**config.mk**
```make
export PLATFORM = sky130hd
export DESIGN_NAME = wb_port_arbiter
export DESIGN_NICKNAME = d
export VERILOG_FILES = /design/src/rtl/wb_port_arbiter.sv
export SDC_FILE = /design/constraint.sdc
export NUM_CORES = 1
export LEC_CHECK = 0
export BUFFER_PORTS_ARGS = -buffer_cell sky130_fd_sc_hd__buf_4
export CORE_UTILIZATION = 32
export CTS_CLUSTER_DIAMETER = 150
export DETAILED_ROUTE_END_ITERATION = 10
export PLACE_DENSITY_LB_ADDON = 0.1
export SYNTH_ARGS = -nofsm -noshare
export SYNTH_HDL_FRONTEND = slang
export SYNTH_SLANG_ARGS = --single-unit
```
**constraint.sdc**
```tcl
create_clock -name clk -period 4.7 [get_ports clk]
set_input_delay 0.235 -clock clk [delete_from_list [all_inputs] [get_ports clk]]
set_output_delay 0.235 -clock clk [all_outputs]
set_load 0.05 [all_outputs]
```
**src/rtl/wb_port_arbiter.sv**
```systemverilog
// Write-back port arbiter: pipeline slots own their RF ports, long-latency
// results queue in a small FIFO and drain into idle ports in order.
module wb_port_arbiter #(
  parameter int DEPTH = 4,
  parameter int CW    = 3
) (
  input  logic          clk,
  input  logic          reset,
  input  logic          slot1_valid,
  input  logic          slot1_we,
  input  logic [4:0]    slot1_dest,
  input  logic [31:0]   slot1_data,
  input  logic [31:0]   slot1_pc,
  input  logic          slot2_valid,
  input  logic          slot2_we,
  input  logic [4:0]    slot2_dest,
  input  logic [31:0]   slot2_data,
  input  logic [31:0]   slot2_pc,
  input  logic          lu_valid,
  output logic          lu_ready,
  input  logic [4:0]    lu_dest,
  input  logic [31:0]   lu_data,
  input  logic [31:0]   lu_pc,
  output logic          rf_we1,
  output logic [4:0]    rf_waddr1,
  output logic [31:0]   rf_wdata1,
  output logic [31:0]   rf_pc1,
  output logic          rf_we2,
  output logic [4:0]    rf_waddr2,
  output logic [31:0]   rf_wdata2,
  output logic [31:0]   rf_pc2,
  output logic [31:0]   pend_mask,
  output logic [CW-1:0] q_count
);

  localparam int AW = $clog2(DEPTH);

  logic [4:0]       r_dest [DEPTH];
  logic [31:0]      r_data [DEPTH];
  logic [31:0]      r_pc   [DEPTH];
  logic [DEPTH-1:0] r_vld;
  logic [AW-1:0]    r_head;
  logic [AW-1:0]    r_tail;
  logic [CW-1:0]    r_count;

  logic          w_busy1;
  logic          w_busy2;
  logic          w_enq;
  logic          w_av0;
  logic          w_av1;
  logic [AW-1:0] w_head1;
  logic [4:0]    w_c0_dest;
  logic [31:0]   w_c0_data;
  logic [31:0]   w_c0_pc;
  logic [4:0]    w_c1_dest;
  logic [31:0]   w_c1_data;
  logic [31:0]   w_c1_pc;
  logic          w_we1;
  logic [4:0]    w_a1;
  logic [31:0]   w_d1;
  logic [31:0]   w_p1;
  logic          w_we2;
  logic [4:0]    w_a2;
  logic [31:0]   w_d2;
  logic [31:0]   w_p2;
  logic [1:0]    w_pop;
  logic [CW-1:0] w_cnt_nxt;

  assign lu_ready = !reset && (r_count < CW'(DEPTH));
  assign q_count  = r_count;
  assign w_head1  = r_head + AW'(1);

  always_comb begin
    pend_mask = '0;
    for (int i = 0; i < DEPTH; i++)
      if (r_vld[i]) pend_mask[r_dest[i]] = 1'b1;
  end

  // Candidates: queued entries first, then this cycle's accepted result.
  always_comb begin
    w_busy1 = slot1_valid && slot1_we;
    w_busy2 = slot2_valid && slot2_we;
    w_enq   = lu_valid && lu_ready && (lu_dest != 5'd0);
    w_av0   = (r_count != '0) || w_enq;
    w_av1   = (r_count > CW'(1)) ||
              ((r_count == CW'(1)) && w_enq);
    w_c0_dest = lu_dest;
    w_c0_data = lu_data;
    w_c0_pc   = lu_pc;
    w_c1_dest = lu_dest;
    w_c1_data = lu_data;
    w_c1_pc   = lu_pc;
    if (r_count != '0) begin
      w_c0_dest = r_dest[r_head];
      w_c0_data = r_data[r_head];
      w_c0_pc   = r_pc[r_head];
    end
    if (r_count > CW'(1)) begin
      w_c1_dest = r_dest[w_head1];
      w_c1_data = r_data[w_head1];
      w_c1_pc   = r_pc[w_head1];
    end
  end

  always_comb begin
    w_we1 = w_busy1;
    w_a1  = slot1_dest;
    w_d1  = slot1_data;
    w_p1  = slot1_pc;
    w_we2 = w_busy2;
    w_a2  = slot2_dest;
    w_d2  = slot2_data;
    w_p2  = slot2_pc;
    w_pop = 2'd0;
    unique case (1'b1)
      (!w_busy1 && !w_busy2): begin
        w_we1 = w_av0;
        w_a1  = w_c0_dest;
        w_d1  = w_c0_data;
        w_p1  = w_c0_pc;
        w_we2 = w_av1;
        w_a2  = w_c1_dest;
        w_d2  = w_c1_data;
        w_p2  = w_c1_pc;
        w_pop = {1'b0, w_av0} + {1'b0, w_av1};
      end
      (!w_busy1 && w_busy2): begin
        w_we1 = w_av0;
        w_a1  = w_c0_dest;
        w_d1  = w_c0_data;
        w_p1  = w_c0_pc;
        w_pop = {1'b0, w_av0};
      end
      (w_busy1 && !w_busy2): begin
        w_we2 = w_av0;
        w_a2  = w_c0_dest;
        w_d2  = w_c0_data;
        w_p2  = w_c0_pc;
        w_pop = {1'b0, w_av0};
      end
      default: ;
    endcase
    // Port 2 always holds the younger write.
    if (w_we1 && w_we2 && (w_a1 == w_a2)) w_we1 = 1'b0;
    w_cnt_nxt = r_count + CW'(w_enq) - CW'(w_pop);
  end

  always_ff @(posedge clk) begin
    if (w_enq) begin
      r_dest[r_tail] <= lu_dest;
      r_data[r_tail] <= lu_data;
      r_pc[r_tail]   <= lu_pc;
    end
  end

  always_ff @(posedge clk) begin
    if (reset) begin
      r_head    <= '0;
      r_tail    <= '0;
      r_count   <= '0;
      r_vld     <= '0;
      rf_we1    <= 1'b0;
      rf_waddr1 <= '0;
      rf_wdata1 <= '0;
      rf_pc1    <= '0;
      rf_we2    <= 1'b0;
      rf_waddr2 <= '0;
      rf_wdata2 <= '0;
      rf_pc2    <= '0;
    end else begin
      if (w_enq) begin
        r_vld[r_tail] <= 1'b1;
        r_tail        <= r_tail + AW'(1);
      end
      if (w_pop != 2'd0) r_vld[r_head]  <= 1'b0;
      if (w_pop == 2'd2) r_vld[w_head1] <= 1'b0;
      r_head    <= r_head + AW'(w_pop);
      r_count   <= w_cnt_nxt;
      rf_we1    <= w_we1;
      rf_waddr1 <= w_we1 ? w_a1 : '0;
      rf_wdata1 <= w_we1 ? w_d1 : '0;
      rf_pc1    <= w_we1 ? w_p1 : '0;
      rf_we2    <= w_we2;
      rf_waddr2 <= w_we2 ? w_a2 : '0;
      rf_wdata2 <= w_we2 ? w_d2 : '0;
      rf_pc2    <= w_we2 ? w_p2 : '0;
    end
  end

endmodule

```
# Word level (Yosys, flattened, before mapping)

Memory sizes are Yosys's and may differ from the RTL's. A register that Yosys moved wholly into a read port is not among the register bits.
Cells that the tools add are included.

Add/subtract/negate cells: 6
Order comparisons: 16
Eq/ne operators: 3
Multiplexer cells: 44
Bitwise gates (word level): 10
Reductions and logical operators: 30

Operators with widths:

| kind                | count |
|---|---|
| $mux 32             | 10 |
| $pmux 32 s2         | 2 |
| $or 32x32->32       | 3 |
| $lt 5x6->1 const B  | 4 |
| $demux 1 s5         | 4 |
| $ge 5x1->1 const B  | 4 |
| $mux 4              | 5 |
| $logic_and 1x1->1   | 18 |
| $mux 5              | 3 |
| $mux 1              | 11 |
| $pmux 5 s2          | 1 |
| $lt 2x3->1 const B  | 3 |
| $and 4x4->4         | 2 |
| $not 4->4           | 2 |
| $reduce_or 2->1     | 4 |
| $demux 1 s2         | 3 |
| $ge 2x1->1 const B  | 3 |
| $mux 2              | 3 |
| $eq 5x5->1          | 1 |
| $reduce_bool 5->1   | 1 |
| $add 2x1->2 const B | 2 |
| $or 4x4->4          | 1 |
| $pmux 2 s2          | 1 |
| $add 3x1->3         | 1 |
| other kinds (13)    | 17 |

Flip-flop bits (word level): 151
Memory bits (writable): 276
Logic and storage cells: 124
Memories: 3

Memories:

| memory | depth | width | read ports | clocked after Yosys merged registers in | write ports | RTL line | text |
|---|---|---|---|---|---|---|---|
| r_data | 4     | 32    | 2          | 1                                       | 1           | 39       | `logic [31:0] r_data [DEPTH];` |
| r_pc   | 4     | 32    | 2          | 1                                       | 1           | 40       | `logic [31:0] r_pc [DEPTH];` |
| r_dest | 4     | 5     | 6          | 1                                       | 1           | 38       | `logic [4:0] r_dest [DEPTH];` |

# Longest topological paths before layout

Gate-level depths: netlist of the first run.

Depth after elaboration: 13
Mapped depth: 18
Gate-level depth less buffers: 14

# Worst setup path before layout of the first run

OpenSTA, ideal clock, no wires.

Kind: reg2reg
From: reg r_count[2] (netlist: q_count[2])
To: mem r_data[1][0] (enable)
Library setup time: 0.435 ns
Arrival time: 3.710 ns
Data required time: 4.265 ns
Path slack: 0.554 ns
Cell stages (with the launch flop): 6
Period minus slack after synthesis: 4.146 ns
Path through: dfxtp_1 buf_2 nor2_1 o211a_1 clkbuf_1 and2_1

Cells in the longest elaborated chain, start to end: 6

Ends and longest elaborated chain:

| item                            | RTL line | text |
|---|---|---|
| start, declared                 | 44       | `logic [CW-1:0] r_count;` |
| start signal, assigned          | 178      | `r_count <= w_cnt_nxt;` |
| $lt 3x3->1                      | 69       | `assign lu_ready = !reset && (r_count < CW'(DEPTH));` |
| $logic_and 1x1->1               | 69       |  |
| named net lu_ready              | 20       | `output logic lu_ready,` |
| $logic_and 1x1->1 (2 in series) | 83       | `w_enq = lu_valid && lu_ready && (lu_dest != 5'd0);` |
| $mux 1                          | 149      | `if (w_enq) begin` |
| $mux 1 (not written as such)    | 151      | `r_data[r_tail] <= lu_data;` |
| end, declared                   | 39       |  |

The timed path passes the listed nets, and every way through them passes these cells.

# Worst setup path in the final report of the first run

From: reg r_head[0]
To: reg rf_wdata1[9]

Cells in the longest elaborated chain, start to end: 9

Ends and longest elaborated chain:

| item                             | RTL line | text |
|---|---|---|
| start, declared                  | 42       | `logic [AW-1:0] r_head;` |
| start signal, assigned           | 177      | `r_head <= r_head + AW'(w_pop);` |
| $add 2x1->2                      | 71       | `assign w_head1 = r_head + AW'(1);` |
| $mem_v2 4x5                      | -        |  |
| $mux 5                           | 98       | `if (r_count > CW'(1)) begin` |
| $pmux 5 s2                       | 115      | `unique case (1'b1)` |
| $eq 5x5->1                       | 144      | `if (w_we1 && w_we2 && (w_a1 == w_a2)) w_we1 = 1'b0;` |
| $logic_and 1x1->1                | 144      |  |
| $mux 1                           | 144      |  |
| $not 1->1 (no source line)       | -        |  |
| $reduce_or 2->1 (no source line) | -        |  |
| end signal, assigned             | 181      | `rf_wdata1 <= w_we1 ? w_d1 : '0;` |
| end, declared                    | 26       | `output logic [31:0] rf_wdata1,` |

Every way passes these cells.
A chain may end at the register's enable or synchronous reset.

==> results.cfg, run 1 <==
[run_status]
status = finished clean

[critical_path]
worstPathMaxFanout = 33
rr_worst_depth = 10
worstPathRequired_ns = 5.20
rrSetupSlack_ns = 1.05
arrival_ns = 4.15
criticalPathCategory = flip-flop to flip-flop
end_kind = flip-flop
r2r-start = r_head[0]
r2r-end = rf_wdata1[9]
critPathLaunchType = flip-flop
startpoint = r_head[0]

[route]
drc_errors = 0
vias_per_cell = 5.206
wl_per_cell_um = 22.74
vias = 15230
wl_um = 66520
firstDrtPassIters = 5
drt.antenna.violating_nets = 0
first_iter_violations = 896

[timing]
rsz0062_at_grt = no
slew_viol_final = 0
setup_viol = 0
relSlewSlack_pct = 13.10
period_share_pct = 77.62
finalSetupTns_ns = 0
tightestPinTransition_ns = 1.301
timing.final.ws_setup_ns = 1.052
fin_crit_ns = 3.648
hold_viol = 0
fmax_mhz = 274.1
fin_skew_ns = 0.02053

[floorplan]
die_h_um = 255.1
die_area_mm2 = 0.06509
row_count = 92
start_util_pct = 32.45
coreArea_mm2 = 0.06320
die_w_um = 255.1
ios = 390

[worst_hold_path]
holdPathStages = 4
worstHoldEndpoint = rf_waddr2[3]
hold_path_class = input pin to flip-flop
holdCritStartpoint = slot2_dest[3]

[clock_network]
clk_root_buffer_cell = clkbuf_16
cts_sinks = 427
cts_tree = done
numCtsBuffers = 50
htreeDepth = 2
clk_pin_slew_ns = 0.06
cts_resized = 0
clockBufferDepth = 3
clkLatencyLatePin_ns = 0.60

[synth]
syn_nets = 1723
synth_seq_cells = 427
yosysUniqueCellTypes = 61
ys_warn_count = 0
synth_edf_count = 276
syn_avg_cell_area_um2 = 13.74
syn_area_mm2 = 0.02050
syn_inst = 1492
async_flop_share_pct = 0
synth-main-ff-cell = edfxtp_1
synth-seq-area-share_pct = 55.16

[final_layout]
fin_nets = 2269
area_delta_synth_final_pct = 35.58
diodes = 0
drive_gt1_share_pct = 34.71

[place]
hpwlAfterDp_um = 42910
portBuffers = 389
gp_congestion = 0.8247
pre_cts_slack_ns = 1.026

[run]
drv_cap = 0

[global_routing]
grt_pass1_wl_um = 98770
antenna_found_initial = 3
grt_max_degree = 122
grt_pass1_vias = 16140
grt_overflow = 0
grtUsageTotal_pct = 20.09

[pwr]
powerDensity_mw_per_mm2 = 534.9
peakVddDrop_uv = 448.5
power_leakage_nw = 10.40
==> worst max-delay path, cell delays in order (launching register included) <==
cell and delay [ns]:
dfxtp_4 0.60, inv_1 0.23, ha_4 0.48, mux4_2 0.54, a211o_1 0.31, o21ba_2 0.26, mux2_1 0.33, o211ai_2 0.20
o21ai_4 0.08, buf_4 0.31, a211oi_2 0.21
==> worst max-delay path by stage <==
stage                    endpoint  slack, ns
floorplan            r_data[1][0]       0.55
detailed placement   rf_wdata1[9]       1.03
CTS                  rf_wdata1[9]       0.99
global route        rf_wdata1[20]       0.81
finish               rf_wdata1[9]       1.05
global placement       q_count[2]       1.08
==> sequential cells by signal (all words and copies together), names as in the netlist, 3 cells and up <==
| name | count |
|---|---|
| r_data | 128 |
| r_pc | 128 |
| rf_pc1 | 32 |
| rf_pc2 | 32 |
| rf_wdata1 | 32 |
| rf_wdata2 | 32 |
| r_dest | 20 |
| rf_waddr1 | 5 |
| rf_waddr2 | 5 |
| r_vld | 4 |
| q_count | 3 |
==> layer usage <==
layer / GRT usage (%) / part of all wire [%] / vias up
met5: 0 / 0.030 / -
met4: 5.577 / 2.0 / 4
met3: 3.854 / 5.6 / 96
met2: 34.77 / 51 / 475
met1: 25.50 / 42 / 7747
li1: - / - / 6911
==> logic make-up (layout without fill, tap and decap cells) <==
kind of cell    after synthesis  in the layout  synth area share, %
flops                       427            427                55.16
simple gates                395            395                9.019
mux                         256            256                20.94
compound gates              245            245                10.29
buf+inv                     142            730                3.088
fa+ha+maj                    17             17                1.074
xor+xnor                     10             10               0.4272
==> cells in the final DEF, fill, tap and decap left out, types with 8 or more instances in the layout <==
master / n
nor3_1: 8
o221ai_1: 68
xnor2_1: 8
clkbuf_1: 17
nor2b_1: 53
a211oi_2: 50
a21oi_1: 47
dlygate4sd3_1: 201
inv_1: 16
a22oi_1: 31
ha_1: 15
dfxtp_1: 149
clkbuf_16: 51
buf_4: 413
clkinv_2: 9
nor2_1: 100
edfxtp_1: 276
a221o_1: 11
nand2_1: 165
nand3b_1: 9
o22ai_1: 10
mux4_2: 136
mux2_2: 18
mux2i_1: 100
nor3b_1: 11
==> metrics by stage <==
| step | power [mW] | instance area, um2 | cells | utilization (%) | hold WS [ns] |
|---|---|---|---|---|---|
| final | 14.87 | 27800 | 2926 | 43.99 | 0.08945 |
| after global routing | 15.59 | 27800 | 2926 | 43.99 | 0.1104 |
| after CTS | 15.10 | 27800 | 2926 | 43.99 | 0.05695 |
| after detailed placement | 11.17 | 24230 | 2631 | 38.33 | 0.4587 |
| after global placement | 11.18 | 24230 | 2631 | 38.33 | 0.4582 |
| after floorplan | 9.336 | 20500 | 1492 | - | 0.3066 |
==> layout make-up <==
type / instances / area, um2
Multi-Input combinational cell: 923 / 8612
Tap cell: 846 / 1059
Timing Repair Buffer: 617 / 5172
Sequential cell: 427 / 11320
Fill cell: 5869 / 35400
Clock inverter: 24 / 195.2
Inverter: 19 / 76.32
Clock buffer: 70 / 1368
==> cells in the mapped netlist, types with 10 or more instances <==
| cell | n | area [um2] |
|---|---|---|
| a211oi_2 | 50 | 625.6 |
| a21oi_1 | 47 | 235.2 |
| a221o_1 | 11 | 110.1 |
| a22oi_1 | 31 | 232.7 |
| buf_2 | 26 | 130.1 |
| clkbuf_1 | 79 | 296.5 |
| dfxtp_1 | 151 | 3023 |
| edfxtp_1 | 276 | 8288 |
| ha_1 | 16 | 200.2 |
| inv_1 | 18 | 67.56 |
| mux2_2 | 18 | 202.7 |
| mux2i_1 | 100 | 1001 |
| mux4_2 | 136 | 3063 |
| nand2_1 | 165 | 619.3 |
| nor2_1 | 101 | 379.1 |
| nor2b_1 | 53 | 331.6 |
| nor3b_1 | 11 | 82.58 |
| o221ai_1 | 68 | 595.6 |
| o22ai_1 | 10 | 62.56 |
==> repair_timing <==
item                      4_1_cts  5_1_grt
buffers inserted                0        0
hold endpoints to repair      418        0
hold buffers                  201        0
==> where the power goes <==
group / switching [mW] / internal, mW / leakage [nW] / total, mW
sequential: 0.249 / 4.45 / 3.75 / 4.70
combinational: 3.82 / 2.64 / 5.89 / 6.46
clock: 1.61 / 2.11 / 0.765 / 3.72
total: 5.68 / 9.19 / 10.4 / 14.9
Note: power is estimated with default switching activity, not from simulation.
==> run 2, diff against run 1 <==
- clock period: 4.7 -> 3.4 ns (I/O delays scaled with it)
==> results.cfg, run 2 (same netlist as run 1, synthesis figures left out) <==
[clock_network]
clkLatencyLatePin_ns = 0.60
cts_tree = done
cts_resized = 0
clk_pin_slew_ns = 0.06
clockBufferDepth = 3
cts_sinks = 427
numCtsBuffers = 49
htreeDepth = 2
clk_root_buffer_cell = clkbuf_16

[critical_path]
worstPathCellList = inv_1, ha_4, mux4_2, a211o_1, o21ba_4, mux2_4, o211ai_2, o21ai_4, buf_12, buf_12, a211oi_2
criticalPathCategory = flip-flop to flip-flop
worstPathRequired_ns = 3.91
rrSetupSlack_ns = 0.16
r2r-start = r_head[1]
worstPathMaxFanout = 15
cp_common_cell = buf_12
startpoint = r_head[1]
critPathLaunchType = flip-flop
slowest_delay_ns = 0.54
arrival_ns = 3.75
cp_slowest_cell = mux4_2
end_kind = flip-flop

[timing]
rsz0062_at_grt = no
finalSetupTns_ns = 0
hold_ws_ns = 0.1992
fmax_mhz = 309.0
relSlewSlack_pct = 30.67
setup_viol = 0
hold_viol = 0
fin_crit_ns = 3.237
tightestPinTransition_ns = 1.040
slew_viol_final = 0
fin_skew_ns = 0.02394
period_share_pct = 95.19

[global_routing]
grtUsageTotal_pct = 20.14
grt_pass1_vias = 16230
busiest_layer = met2
grt_pass1_wl_um = 98660
antenna_found_initial = 3
grtUsageMet2_pct = 35.46
grt_max_degree = 74
use_met1_pct = 25.29
grt_overflow = 0
grtUsageMet3_pct = 3.132

[route]
firstDrtPassIters = 6
vias = 15370
wl_um = 66850
wl_per_cell_um = 22.60
drc_errors = 0
vias_per_cell = 5.194
drt.antenna.violating_nets = 0
first_iter_violations = 863

[floorplan]
die_w_um = 255.1
start_util_pct = 32.45
die_h_um = 255.1
row_count = 92
ios = 390
die_area_mm2 = 0.06509
coreArea_mm2 = 0.06320

[run_status]
status = finished clean

[pwr]
power_leakage_nw = 10.63
peakVddDrop_uv = 631.1
powerDensity_mw_per_mm2 = 743.5

[place]
gp_congestion = 0.8146
portBuffers = 389
place_area_mm2 = 0.02454
hpwlAfterDp_um = 42910

[final_layout]
layout_commonest_cell = buf_4
area_delta_synth_final_pct = 37.84
fin_area_mm2 = 0.02826
final_cell_mix = buf_4, edfxtp_1, dlygate4sd3_1
fin_nets = 2300
reg_top3 = r_data x128, r_pc x128
drive_gt1_share_pct = 35.89

[worst_hold_path]
holdCritStartpoint = slot2_dest[4]
hold_path_class = input pin to flip-flop

[run]
drv_cap = 0
## run 2: cell count changes in the layout (fill, tap and decap cells not counted), moves of 2 or more
cell,previous run,this run
clkbuf_1,17,14
clkinv_4,4,0
diode_2,0,3
buf_4,413,434
buf_12,3,10
clkinv_1,7,3
dlygate4sd3_1,201,205
clkbuf_8,2,10
bufinv_16,1,3
clkbuf_4,0,2
clkinvlp_4,0,2
clkinv_2,9,4
## run 2: per-layer routing
| metal | vias to the layer above | wire length (um) |
|---|---|---|
| met2 | 481 | 33910 |
| met4 | 0 | 1695 |
| met1 | 7777 | 27900 |
| li1 | 6971 | - |
| met5 | - | 0 |
| met3 | 136 | 3335 |
## run 2: timing repair
item / 4_1_cts / 5_1_grt
hold endpoints to repair: 422 / 0
setup buffers: 0 / 0
hold buffers: 205 / 0
## run 2: layout make-up
cell class	instances	area, um2
fill	5772	34930
inverter	19	81.33
timing repair buffer	649	5510
clock buffer	77	1481
antenna	3	7.507
clock inverter	14	182.7
tap	846	1059
sequential	427	11320
multi-input combinational	923	8623
## run 2: final timing paths
kind                   to  depth (start not counted)
min reg2reg      r_vld[3]                          2
max reg2reg    rf_pc1[24]                         11
min          rf_waddr2[4]                          5
max            rf_pc1[24]                         11
## run 2: report_power, final
| part | switching, mW | leakage, nW | internal [mW] | total [mW] |
|---|---|---|---|---|
| clock | 2.17 | 0.807 | 3.23 | 5.40 |
| sequential | 0.249 | 3.75 | 6.15 | 6.40 |
| combinational | 5.42 | 6.07 | 3.79 | 9.21 |
| total | 7.84 | 10.6 | 13.2 | 21.0 |
## run 2: metrics by stage
stage	instances	worst slack [ns]	util, %	power [mW]
2_1_floorplan	1492	-0.06109	-	12.98
3_3_place_gp	2659	0.2256	38.83	15.65
3_5_place_dp	2659	0.1716	38.83	15.66
4_1_cts	2955	0.1433	44.71	21.34
5_1_grt	2958	0.02506	44.72	22.01
6_report	2958	0.1635	44.72	21.01
## run 2: critical path, delay by kind of cell, from the launching register on
kind | cells | cell delay (ns)
AO/OA/AOI/OAI | 5 | 1.08
multiplexers | 2 | 0.84
adder cells (fa/ha/maj) | 1 | 0.42
flip-flops | 1 | 0.35
buffers and inverters | 3 | 0.45
